## config.mk

```make
export PLATFORM = sky130hd
export DESIGN_NAME = echo_tof_timer
export DESIGN_NICKNAME = d
export VERILOG_FILES = /design/src/rtl/sonar_pkg.sv /design/src/rtl/echo_debounce.sv /design/src/rtl/echo_tof_timer.sv
export SDC_FILE = /design/constraint.sdc
export NUM_CORES = 1
export LEC_CHECK = 0
export BUFFER_PORTS_ARGS = -buffer_cell sky130_fd_sc_hd__buf_2
export CAP_MARGIN = 20
export CORE_UTILIZATION = 40
export DETAILED_ROUTE_END_ITERATION = 7
export HOLD_SLACK_MARGIN = 0.02
export PLACE_DENSITY = 0.61
export SYNTH_ARGS = -nofsm -noshare
export SYNTH_HDL_FRONTEND = slang
export SYNTH_SLANG_ARGS = --single-unit
```

## constraint.sdc

```tcl
create_clock -name clk -period 11.7 [get_ports clk]
set_input_delay 1.17 -clock clk [delete_from_list [all_inputs] [get_ports clk]]
set_output_delay 1.17 -clock clk [all_outputs]
set_load 0.01 [all_outputs]
```

## src/rtl/sonar_pkg.sv

```systemverilog
// Shared sonar definitions: time-of-flight FSM states, default counter width
// and the no-echo code.
package sonar_pkg;

  localparam int TOF_CNT_W = 24;
  localparam logic [TOF_CNT_W-1:0] TOF_NO_ECHO = '1;

  typedef enum logic [1:0] {
    ST_IDLE,
    ST_BLANK,
    ST_LISTEN,
    ST_DONE
  } tof_state_t;

endpackage

```

## src/rtl/echo_debounce.sv

```systemverilog
// Echo qualifier: counts consecutive high comparator samples and flags an echo
// once the run reaches the debounce length, reporting where the run began.
module echo_debounce
  import sonar_pkg::*;
#(
  parameter int CNT_W = TOF_CNT_W,
  parameter int DEB_W = 4
) (
  input  logic             clk,
  input  logic             rst,
  input  logic             clear,
  input  logic             sample,
  input  logic             cmp_in,
  input  logic [CNT_W-1:0] index,
  input  logic [DEB_W-1:0] deb_len,
  output logic             echo,
  output logic [CNT_W-1:0] echo_tof
);

  logic [DEB_W-1:0] run;
  logic [DEB_W-1:0] deb_eff;
  logic [DEB_W:0]   run_inc;
  logic [CNT_W-1:0] run_start;

  // NOTE: every always_comb output gets a value on every path so no latch is inferred.
  always_comb begin
    deb_eff  = (deb_len == '0) ? DEB_W'(1) : deb_len;
    run_inc  = {1'b0, run} + (DEB_W+1)'(1);
    echo     = sample && cmp_in && (run_inc >= {1'b0, deb_eff});
    // A run that begins on this very sample has no captured start yet.
    echo_tof = (run == '0) ? index : run_start;
  end

  always_ff @(posedge clk or posedge rst) begin
    if (rst) begin
      run       <= '0;
      run_start <= '0;
    end else if (clear) begin
      run       <= '0;
      run_start <= '0;
    end else if (sample) begin
      if (cmp_in) begin
        if (run == '0) run_start <= index;
        if (run != '1) run <= run + DEB_W'(1);
      end else begin
        run <= '0;
      end
    end
  end

endmodule

```

## src/rtl/echo_tof_timer.sv

```systemverilog
// Sonar echo time-of-flight timer: after a ping, blanks the ring-down, then
// listens for a debounced comparator echo or gives up at the timeout.
module echo_tof_timer
  import sonar_pkg::*;
#(
  parameter int CNT_W = TOF_CNT_W,
  parameter int DEB_W = 4
) (
  input  logic             clk,
  input  logic             rst,
  input  logic             tick,
  input  logic             cmp_in,
  input  logic             start,
  input  logic [15:0]      blank_len,
  input  logic [DEB_W-1:0] deb_len,
  input  logic [CNT_W-1:0] timeout,
  output logic             busy,
  output logic [CNT_W-1:0] tof,
  output logic             tof_valid,
  output logic             timeout_flag,
  output logic             irq
);

  localparam int CMP_W = (CNT_W > 16) ? CNT_W : 16;

  tof_state_t       state, state_nxt;
  logic [CNT_W-1:0] cnt;
  logic [CNT_W-1:0] idx;
  logic [CNT_W-1:0] echo_tof;
  logic             sample, echo, to_hit, blank_end;

  always_comb begin
    idx       = (&cnt) ? cnt : cnt + CNT_W'(1);
    blank_end = CMP_W'(idx) >= CMP_W'(blank_len);
    sample    = tick && !start && (state == ST_LISTEN);
    // An echo on the same tick beats the timeout.
    to_hit    = sample && !echo && (idx >= timeout);
  end

  echo_debounce #(
    .CNT_W(CNT_W),
    .DEB_W(DEB_W)
  ) u_debounce (
    .clk      (clk),
    .rst      (rst),
    .clear    (start),
    .sample   (sample),
    .cmp_in   (cmp_in),
    .index    (idx),
    .deb_len  (deb_len),
    .echo     (echo),
    .echo_tof (echo_tof)
  );

  // NOTE: sequential state uses non-blocking assignments so every register
  // samples the pre-edge values regardless of statement order.
  always_ff @(posedge clk or posedge rst) begin
    if (rst) state <= ST_IDLE;
    else     state <= state_nxt;
  end

  always_comb begin
    state_nxt = state;
    if (start) begin
      state_nxt = (blank_len != '0) ? ST_BLANK : ST_LISTEN;
    end else begin
      case (state)
        ST_BLANK:  if (tick && blank_end) state_nxt = ST_LISTEN;
        ST_LISTEN: if (echo || to_hit)    state_nxt = ST_DONE;
        default:   state_nxt = state;
      endcase
    end
  end

  always_comb begin
    busy = (state == ST_BLANK) || (state == ST_LISTEN);
  end

  always_ff @(posedge clk or posedge rst) begin
    if (rst) begin
      cnt          <= '0;
      tof          <= '0;
      tof_valid    <= 1'b0;
      timeout_flag <= 1'b0;
      irq          <= 1'b0;
    end else begin
      irq <= 1'b0;
      if (start) begin
        cnt          <= '0;
        tof_valid    <= 1'b0;
        timeout_flag <= 1'b0;
      end else if (tick && busy) begin
        cnt <= idx;
        if (echo) begin
          tof       <= echo_tof;
          tof_valid <= 1'b1;
          irq       <= 1'b1;
        end else if (to_hit) begin
          tof          <= '1;
          timeout_flag <= 1'b1;
          tof_valid    <= 1'b1;
          irq          <= 1'b1;
        end
      end
    end
  end

endmodule

```

==> out/results.tsv, run 1 <==
stage	metric	value	unit
finish	commonest non-fill, non-tap cell in the layout	dfrtp_1	
die	chip width	119	um
finish	# fillers	1292	
drt	DR iter-0 viols	439	
hold_path	Hold Path Class	reg2reg	
drt	vias per cell	5.45	
global_routing	met1 Use GR	29.1	%
finish	fin cells	869	
drt	total wire length	14500	um
sta	Slew Limit Fails	0	
worst_setup_path	FF-to-FF path depth	17	
cts	Clock transition at path regs	60	ps
global_routing	met3 Resource Use GR	4.05	%
finish	Antenna diodes	0	
cts	TritonCTS clock tree	yes	
sta	RSZ-0062 raised after global routing	no	
global_routing	gr usage total	21.2	%
power_and_ir_drop	Comb power frac	20.3	%
worst_setup_path	RR Endpoint	tof[23]	
placed_design	Port-buffer cells	76	
logic_synthesis	synthesized cell area	5430	um^2
sta	fin crit period	4840	ps
logic_synthesis	Post-Synthesis Cells	624	
worst_setup_path	critical path fanouts, max	25	
die	CORE AREA	13200	um^2
global_routing	initial antenna violation count	0	
run_status	status	completed	
worst_setup_path	CP Launch Point	cnt[0]	
power_and_ir_drop	P_int	534	uW
global_routing	first-pass GRT wire length	23500	um
cts	CTS buffer count	9	
sta	clk_skew	9.78	ps
sta	Fin. Hold Viols	0	
sta	Final Setup Violations	0	
finish	share of layout cells above drive strength 1	16.5	%
power_and_ir_drop	Peak VDD IR	77.4	uV
global_routing	vias in the first global route	4654	
logic_synthesis	Post-synth EDFFs	0	
cts	number of gates resized after cts	0	
drt	drt pass-1 iters	5	
cts	CTS max path bufs	2	
logic_synthesis	Syn. warnings	0	
cts	Post-CTS Hold Buffers	0	
worst_setup_path	CP Capture Type	flop	
worst_setup_path	flop2flop setup slack	6860	ps
hold_path	HP Start	tof_valid	
sta	max_slew headroom	33.5	%
logic_synthesis	Avg Inst Size Synth	8.71	um^2
placed_design	Final GP Congestion	0.910	
drt	# DRC	0	
power_and_ir_drop	Leak	3.34	nW
global_routing	met2 Usage GRT	33.3	%
power_and_ir_drop	sw frac	29.9	%
worst_setup_path	WP data arrival	5070	ps
sta	total negative slack	0	ps
drt	vias	4739	
logic_synthesis	syn nets	721	
logic_synthesis	Seq/Total Area, Yosys	37.3	%
die	Ports	77	
cts	# H-tree levels	3	
power_and_ir_drop	switching pwr	228	uW
logic_synthesis	Yosys cell types	58	
placed_design	Cells after DPL	851	
logic_synthesis	Post-synth top flop	dfrtp_1	
finish	design area	6300	um^2
finish	Area Overhead vs Synth	16.0	%
die	full die area	14100	um^2
sta	worst-margin pin slew	997	ps
worst_setup_path	critical path endpoint	tof[23]	
global_routing	Congestion Overflow GR	0	
placed_design	detailed placer's ending HPWL	10500	um
power_and_ir_drop	Clock power frac	40.4	%
drt	routed len/inst	16.7	um
drt	DRT antenna net count	0	
worst_setup_path	startpoint types	flop	
cts	Post CTS Setup Buffer Count	0	
die	Starting Density	41.0	%
cts	Skew-Pair Late Insertion Delay	350	ps
global_routing	pin count of the biggest net entering global routing	82	
logic_synthesis	Async SR Flop Fraction	100	%
placed_design	DP Area	5930	um^2
finish	nets	785	
sta	Tcrit/Tclk final	41.4	%
power_and_ir_drop	Power Dens Cells	121	nW/um^2
worst_setup_path	reg2reg start	cnt[0]	
sta	max frequency	0.207	GHz
cts	clk sinks	81	
cts	Root Buffer	clkbuf_16	
worst_setup_path	crit path kind	reg2reg	
flow_run	max-cap violations	0	
worst_setup_path	Crit path required time	11930	ps
global_routing	Most Crowded Layer GR	met2	
logic_synthesis	#FFs+latches synth	81	
die	cell row count	42	
finish	most frequent cells in the layout	dfrtp_1, buf_2, inv_1	
power_and_ir_drop	Seq pwr share	39.3	%
die	Die Ht	119	um
==> cell usage after synthesis, drive strengths merged (2+ instances only) <==
library cell | count | area share [%]
a2111oi | 2 | 0.44
a211o | 2 | 0.32
a211oi | 8 | 1.1
a21o | 5 | 0.69
a21oi | 39 | 3.6
a221oi | 2 | 0.32
a22oi | 2 | 0.28
a31o | 3 | 0.48
a31oi | 9 | 1.2
a41o | 2 | 0.37
a41oi | 2 | 0.32
and2 | 2 | 0.23
and3 | 9 | 1.0
and4 | 3 | 0.48
buf | 10 | 1.4
clkbuf | 20 | 1.4
dfrtp | 81 | 37
ha | 48 | 11
inv | 72 | 5.0
mux2i | 3 | 0.55
nand2 | 34 | 2.3
nand2b | 2 | 0.23
nand3 | 35 | 3.3
nand4 | 5 | 0.69
nor2 | 64 | 4.4
nor2b | 4 | 0.46
nor3 | 13 | 1.5
nor3b | 2 | 0.28
nor4 | 8 | 1.2
o2111ai | 2 | 0.32
o211ai | 5 | 0.69
o21a | 3 | 0.41
o21ai | 42 | 3.9
o22a | 24 | 3.9
o31a | 2 | 0.32
or2 | 2 | 0.23
or3 | 9 | 1.1
xnor2 | 19 | 3.1
xor2 | 19 | 3.2
==> layer usage <==
layer | share of wire (%) | routed length (um)
met1 | 47 | 6740
met2 | 46 | 6710
met3 | 5.0 | 731
met4 | 2.1 | 297
met5 | 0 | 0
==> cell families (layout without fill, tap and decap cells) <==
family	count (synthesis)	in the layout	share of synthesized area [%]
simple gates	193	193	17.7
buf+inv	102	171	7.74
fa+ha+maj	49	49	11.2
compound gates	158	158	19.2
mux	3	3	0.553
xor+xnor	38	38	6.26
flops	81	81	37.3
==> worst min path at each step <==
stage / end / slack [ps] / cells after the start
CTS: tof_valid / 480 / 1
global placement: tof_valid / 460 / 1
finish: tof_valid / 480 / 1
global route: tof_valid / 510 / 1
floorplan: u_debounce.run_start[22] / 470 / 2
detailed placement: tof_valid / 470 / 1
==> area by class of cell <==
| type | count | area [um^2] | area share [%] |
|---|---|---|---|
| Clock buffer | 10 | 229 | 3.63 |
| Clock inverter | 6 | 91.3 | 1.45 |
| Inverter | 72 | 272 | 4.31 |
| Multi-Input combinational cell | 441 | 2990 | 47.4 |
| Sequential cell | 81 | 2030 | 32.2 |
| Tap cell | 176 | 220 | 3.49 |
| Timing Repair Buffer | 83 | 473 | 7.50 |
==> power groups by stage <==
stage	Combinational, mW	Sequential, mW	Clock (mW)
finish	0.154	0.299	0.308
CTS	0.153	0.299	0.312
floorplan	0.101	0.301	0
global route	0.174	0.300	0.325
global placement	0.147	0.303	0
detailed placement	0.151	0.304	0
==> worst max-delay path, cell delays in order (launching register included) <==
cell and delay [ps]:
dfrtp_1 420, ha_1 240, nand2_1 110, nor3_1 450
nand3_1 350, nand2_1 210, xor2_1 410, inv_1 100
ha_1 320, nor2_1 130, nor3_1 70, a31oi_1 390
o21ai_0 290, nor4_1 400, nor3_2 110, and3_1 300
buf_16 210, o22a_1 200
==> sequential cells by signal, summed over array words and instances (netlist names) <==
| name | flops |
|---|---|
| timeout_flag | 1 |
| tof | 24 |
| u_debounce.run | 4 |
| irq | 1 |
| u_debounce.run_start | 24 |
| tof_valid | 1 |
| cnt | 24 |
| state | 2 |
==> per-stage QoR <==
stage                     total power, mW  hold WS, ps  utilization [%]  setup slack (ps)
after detailed placement            0.455          465             44.8              6800
after CTS                           0.764          479             47.2              6730
after global placement              0.450          456             44.8              6990
after global routing                0.798          507             47.6              6500
after floorplan                     0.403          470                -              7880
final                               0.761          476             47.6              6860
No activity file was read; power rests on OpenSTA's default activity.
==> run 2: changes to the inputs <==
ABC_AREA = 1   (was not set)
PLACE_DENSITY = 0.63   (was 0.61)
clock period = 4.1 ns   (was 11.7 ns; I/O delays follow)
==> run 2 against run 1 <==
  * Combinational power grew to 3.3 times the previous value
  * Fmax grew 31%
  * Cell count grew 12%
==> out/results.tsv, run 2 <==
stage	metric	value	unit	change
power_and_ir_drop	Leak	3.36	nW	+0.57%
cts	Root Buffer	clkbuf_16		
cts	clk sinks	81		unchanged
finish	fin cells	976		+12%
worst_setup_path	Crit path required time	4330	ps	-7600 ps
logic_synthesis	top cell type's share of synthesized area	37.3	%	about the same
drt	total wire length	13800	um	-4.5%
die	full die area	14000	um^2	about the same
logic_synthesis	Area contributors post-synth	dfrtp_1, ha_1, nand2_1		
logic_synthesis	Post-synth top flop	dfrtp_1		
worst_setup_path	Slowest cell on crit path	dfrtp_2		
logic_synthesis	synthesized cell area	5430	um^2	about the same
sta	clk_skew	7.53	ps	-2.25 ps
sta	total negative slack	0	ps	unchanged
hold_path	Hold Path Class	in2reg		
sta	Tcrit/Tclk final	90.0	%	+49 points
logic_synthesis	Seq/Total Area, Yosys	37.3	%	about the same
sta	fin crit period	3690	ps	-1150 ps
worst_setup_path	CP Launch Point	cnt[0]		
logic_synthesis	Syn. warnings	0		unchanged
global_routing	gr usage total	21.0	%	-0.18 points
sta	setup ws final	411	ps	-6450 ps
logic_synthesis	Async SR Flop Fraction	100	%	unchanged
finish	Util after Layout	48.6	%	+0.97 points
sta	Final Setup Violations	0		unchanged
flow_run	max-cap violations	0		unchanged
cts	TritonCTS clock tree	yes		
power_and_ir_drop	Final Total Pwr	2.18	mW	+190%
cts	# H-tree levels	3		unchanged
die	Starting Density	41.0	%	about the same
cts	CTS max path bufs	2		unchanged
global_routing	Congestion Overflow GR	0		unchanged
power_and_ir_drop	Power Dens Cells	338	nW/um^2	+180%
logic_synthesis	Post-synth EDFFs	0		unchanged
finish	Area Overhead vs Synth	18.4	%	
drt	routed len/inst	14.2	um	-15%
placed_design	detailed placer's ending HPWL	10600	um	+1.0%
sta	worst-margin pin slew	827	ps	-170 ps
placed_design	Port-buffer cells	76		unchanged
power_and_ir_drop	Peak VDD IR	194	uV	+150%
logic_synthesis	Yosys cell types	35		-40%
finish	most frequent cells in the layout	nand2_1, inv_1, dfrtp_1		
drt	drt pass-1 iters	7		+2
cts	Skew-Pair Late Insertion Delay	340	ps	about the same
hold_path	HP Start	blank_len[5]		
finish	design area	6430	um^2	+2.0%
sta	RSZ-0062 raised after global routing	no		
logic_synthesis	#FFs+latches synth	81		unchanged
sta	max_slew headroom	44.5	%	+11 points
worst_setup_path	kind of cell adding the most delay to the critical path	simple AND/OR/NAND/NOR gates		
worst_setup_path	critical path fanouts, max	25		unchanged
logic_synthesis	Post-Synthesis Cells	709		+14%
worst_setup_path	slowest cell delay on critical path	460	ps	about the same
logic_synthesis	most frequent cell after synthesis	nand2_1		
worst_setup_path	Buf+Inv Stages, Crit Path	5		+3
drt	DRT antenna net count	0		unchanged
die	chip width	119	um	about the same
worst_setup_path	startpoint types	flop		
die	Die Ht	119	um	about the same
placed_design	DP Area	6060	um^2	+2.3%
logic_synthesis	syn nets	806		+12%
finish	Regs by FF count	cnt x24, tof x24, u_debounce.run_start x24		
worst_setup_path	WP data arrival	3910	ps	-1160 ps
die	Ports	77		unchanged
sta	max frequency	0.271	GHz	+31%
worst_setup_path	CP Capture Type	flop		
sta	Slew Limit Fails	0		unchanged
global_routing	initial antenna violation count	0		unchanged
placed_design	Place WS	27.6	ps	-6770 ps
sta	Min Hold Slack	463	ps	-12.1 ps
global_routing	pin count of the biggest net entering global routing	57		-30%
drt	vias per cell	4.96		-9.1%
finish	commonest non-fill, non-tap cell in the layout	nand2_1		
die	cell row count	42		unchanged
global_routing	first-pass GRT wire length	23400	um	-0.67%
run_status	status	completed		
finish	nets	892		+14%
logic_synthesis	largest area contributor in the netlist	dfrtp_1		
global_routing	vias in the first global route	4663		+0.19%
logic_synthesis	synth cell count leaders	nand2_1, inv_1, dfrtp_1		
worst_setup_path	Crit path top cell by count	nand2_1		
placed_design	Final GP Congestion	0.993		+9.1%
worst_setup_path	crit path kind	reg2reg		
finish	Antenna diodes	0		unchanged
finish	share of layout cells above drive strength 1	17.8	%	+1.3 points
drt	# DRC	0		unchanged
placed_design	Cells after DPL	957		+12%
drt	DR iter-0 viols	255		-42%
cts	Clock transition at path regs	60	ps	about the same
logic_synthesis	Avg Inst Size Synth	7.66	um^2	-12%
sta	Fin. Hold Viols	0		unchanged
drt	vias	4837		+2.1%
die	CORE AREA	13200	um^2	unchanged
cts	CTS buffer count	9		unchanged
worst_setup_path	reg2reg start	cnt[0]		
[run 2: tightest hold or removal path: cells and delay by family]
kind / cells / cell delay [ps]
buf+inv: 1 / 90
simple gates: 2 / 140
compound gates: 1 / 120
[run 2: logic make-up after synthesis]
group           share of synthesized area (%)
fa+ha+maj                                11.1
buf+inv                                  10.9
flops                                    37.3
simple gates                             22.9
xor+xnor                                 3.06
compound gates                           14.8
[run 2: power by group]
part           switching, mW  internal [mW]  leakage [nW]
clock                  0.346          0.434         0.133
sequential            0.0391          0.849          1.12
combinational          0.333          0.174          2.11
total                  0.718           1.46          3.36
[run 2: timing repair]
item,4_1_cts,5_1_grt
buffers inserted,0,1
hold buffers,0,1
resized for setup,0,6
endpoints found under the hold margin,0,9
setup endpoints to repair,0,29
[run 2: worst paths after layout]
path / endpoint / slack [ps] / cells after the start
setup / recovery: tof[0] / 410 / 28
hold / removal: state[1] / 460 / 4
setup reg to reg: tof[0] / 410 / 28
hold reg to reg: tof[2] / 480 / 1
max in group asynchronous: u_debounce.run_start[8] / 2710 / 5
min in group asynchronous: irq / 520 / 3
[run 2: layout make-up]
cell class / count / area (um^2)
clock buffer: 10 / 239
clock inverter: 6 / 51.3
fill: 1383 / 6810
inverter: 134 / 504
multi-input combinational: 475 / 2850
sequential: 81 / 2030
tap: 176 / 220
timing repair buffer: 94 / 538
[run 2: metal layers]
metal | global-route usage [%] | up-vias | wire [um]
li1 | - | 2491 | -
met1 | 29.2 | 2237 | 6670
met2 | 34.5 | 98 | 6540
met3 | 2.22 | 11 | 411
met4 | 5.78 | 0 | 198
met5 | 0 | - | 0
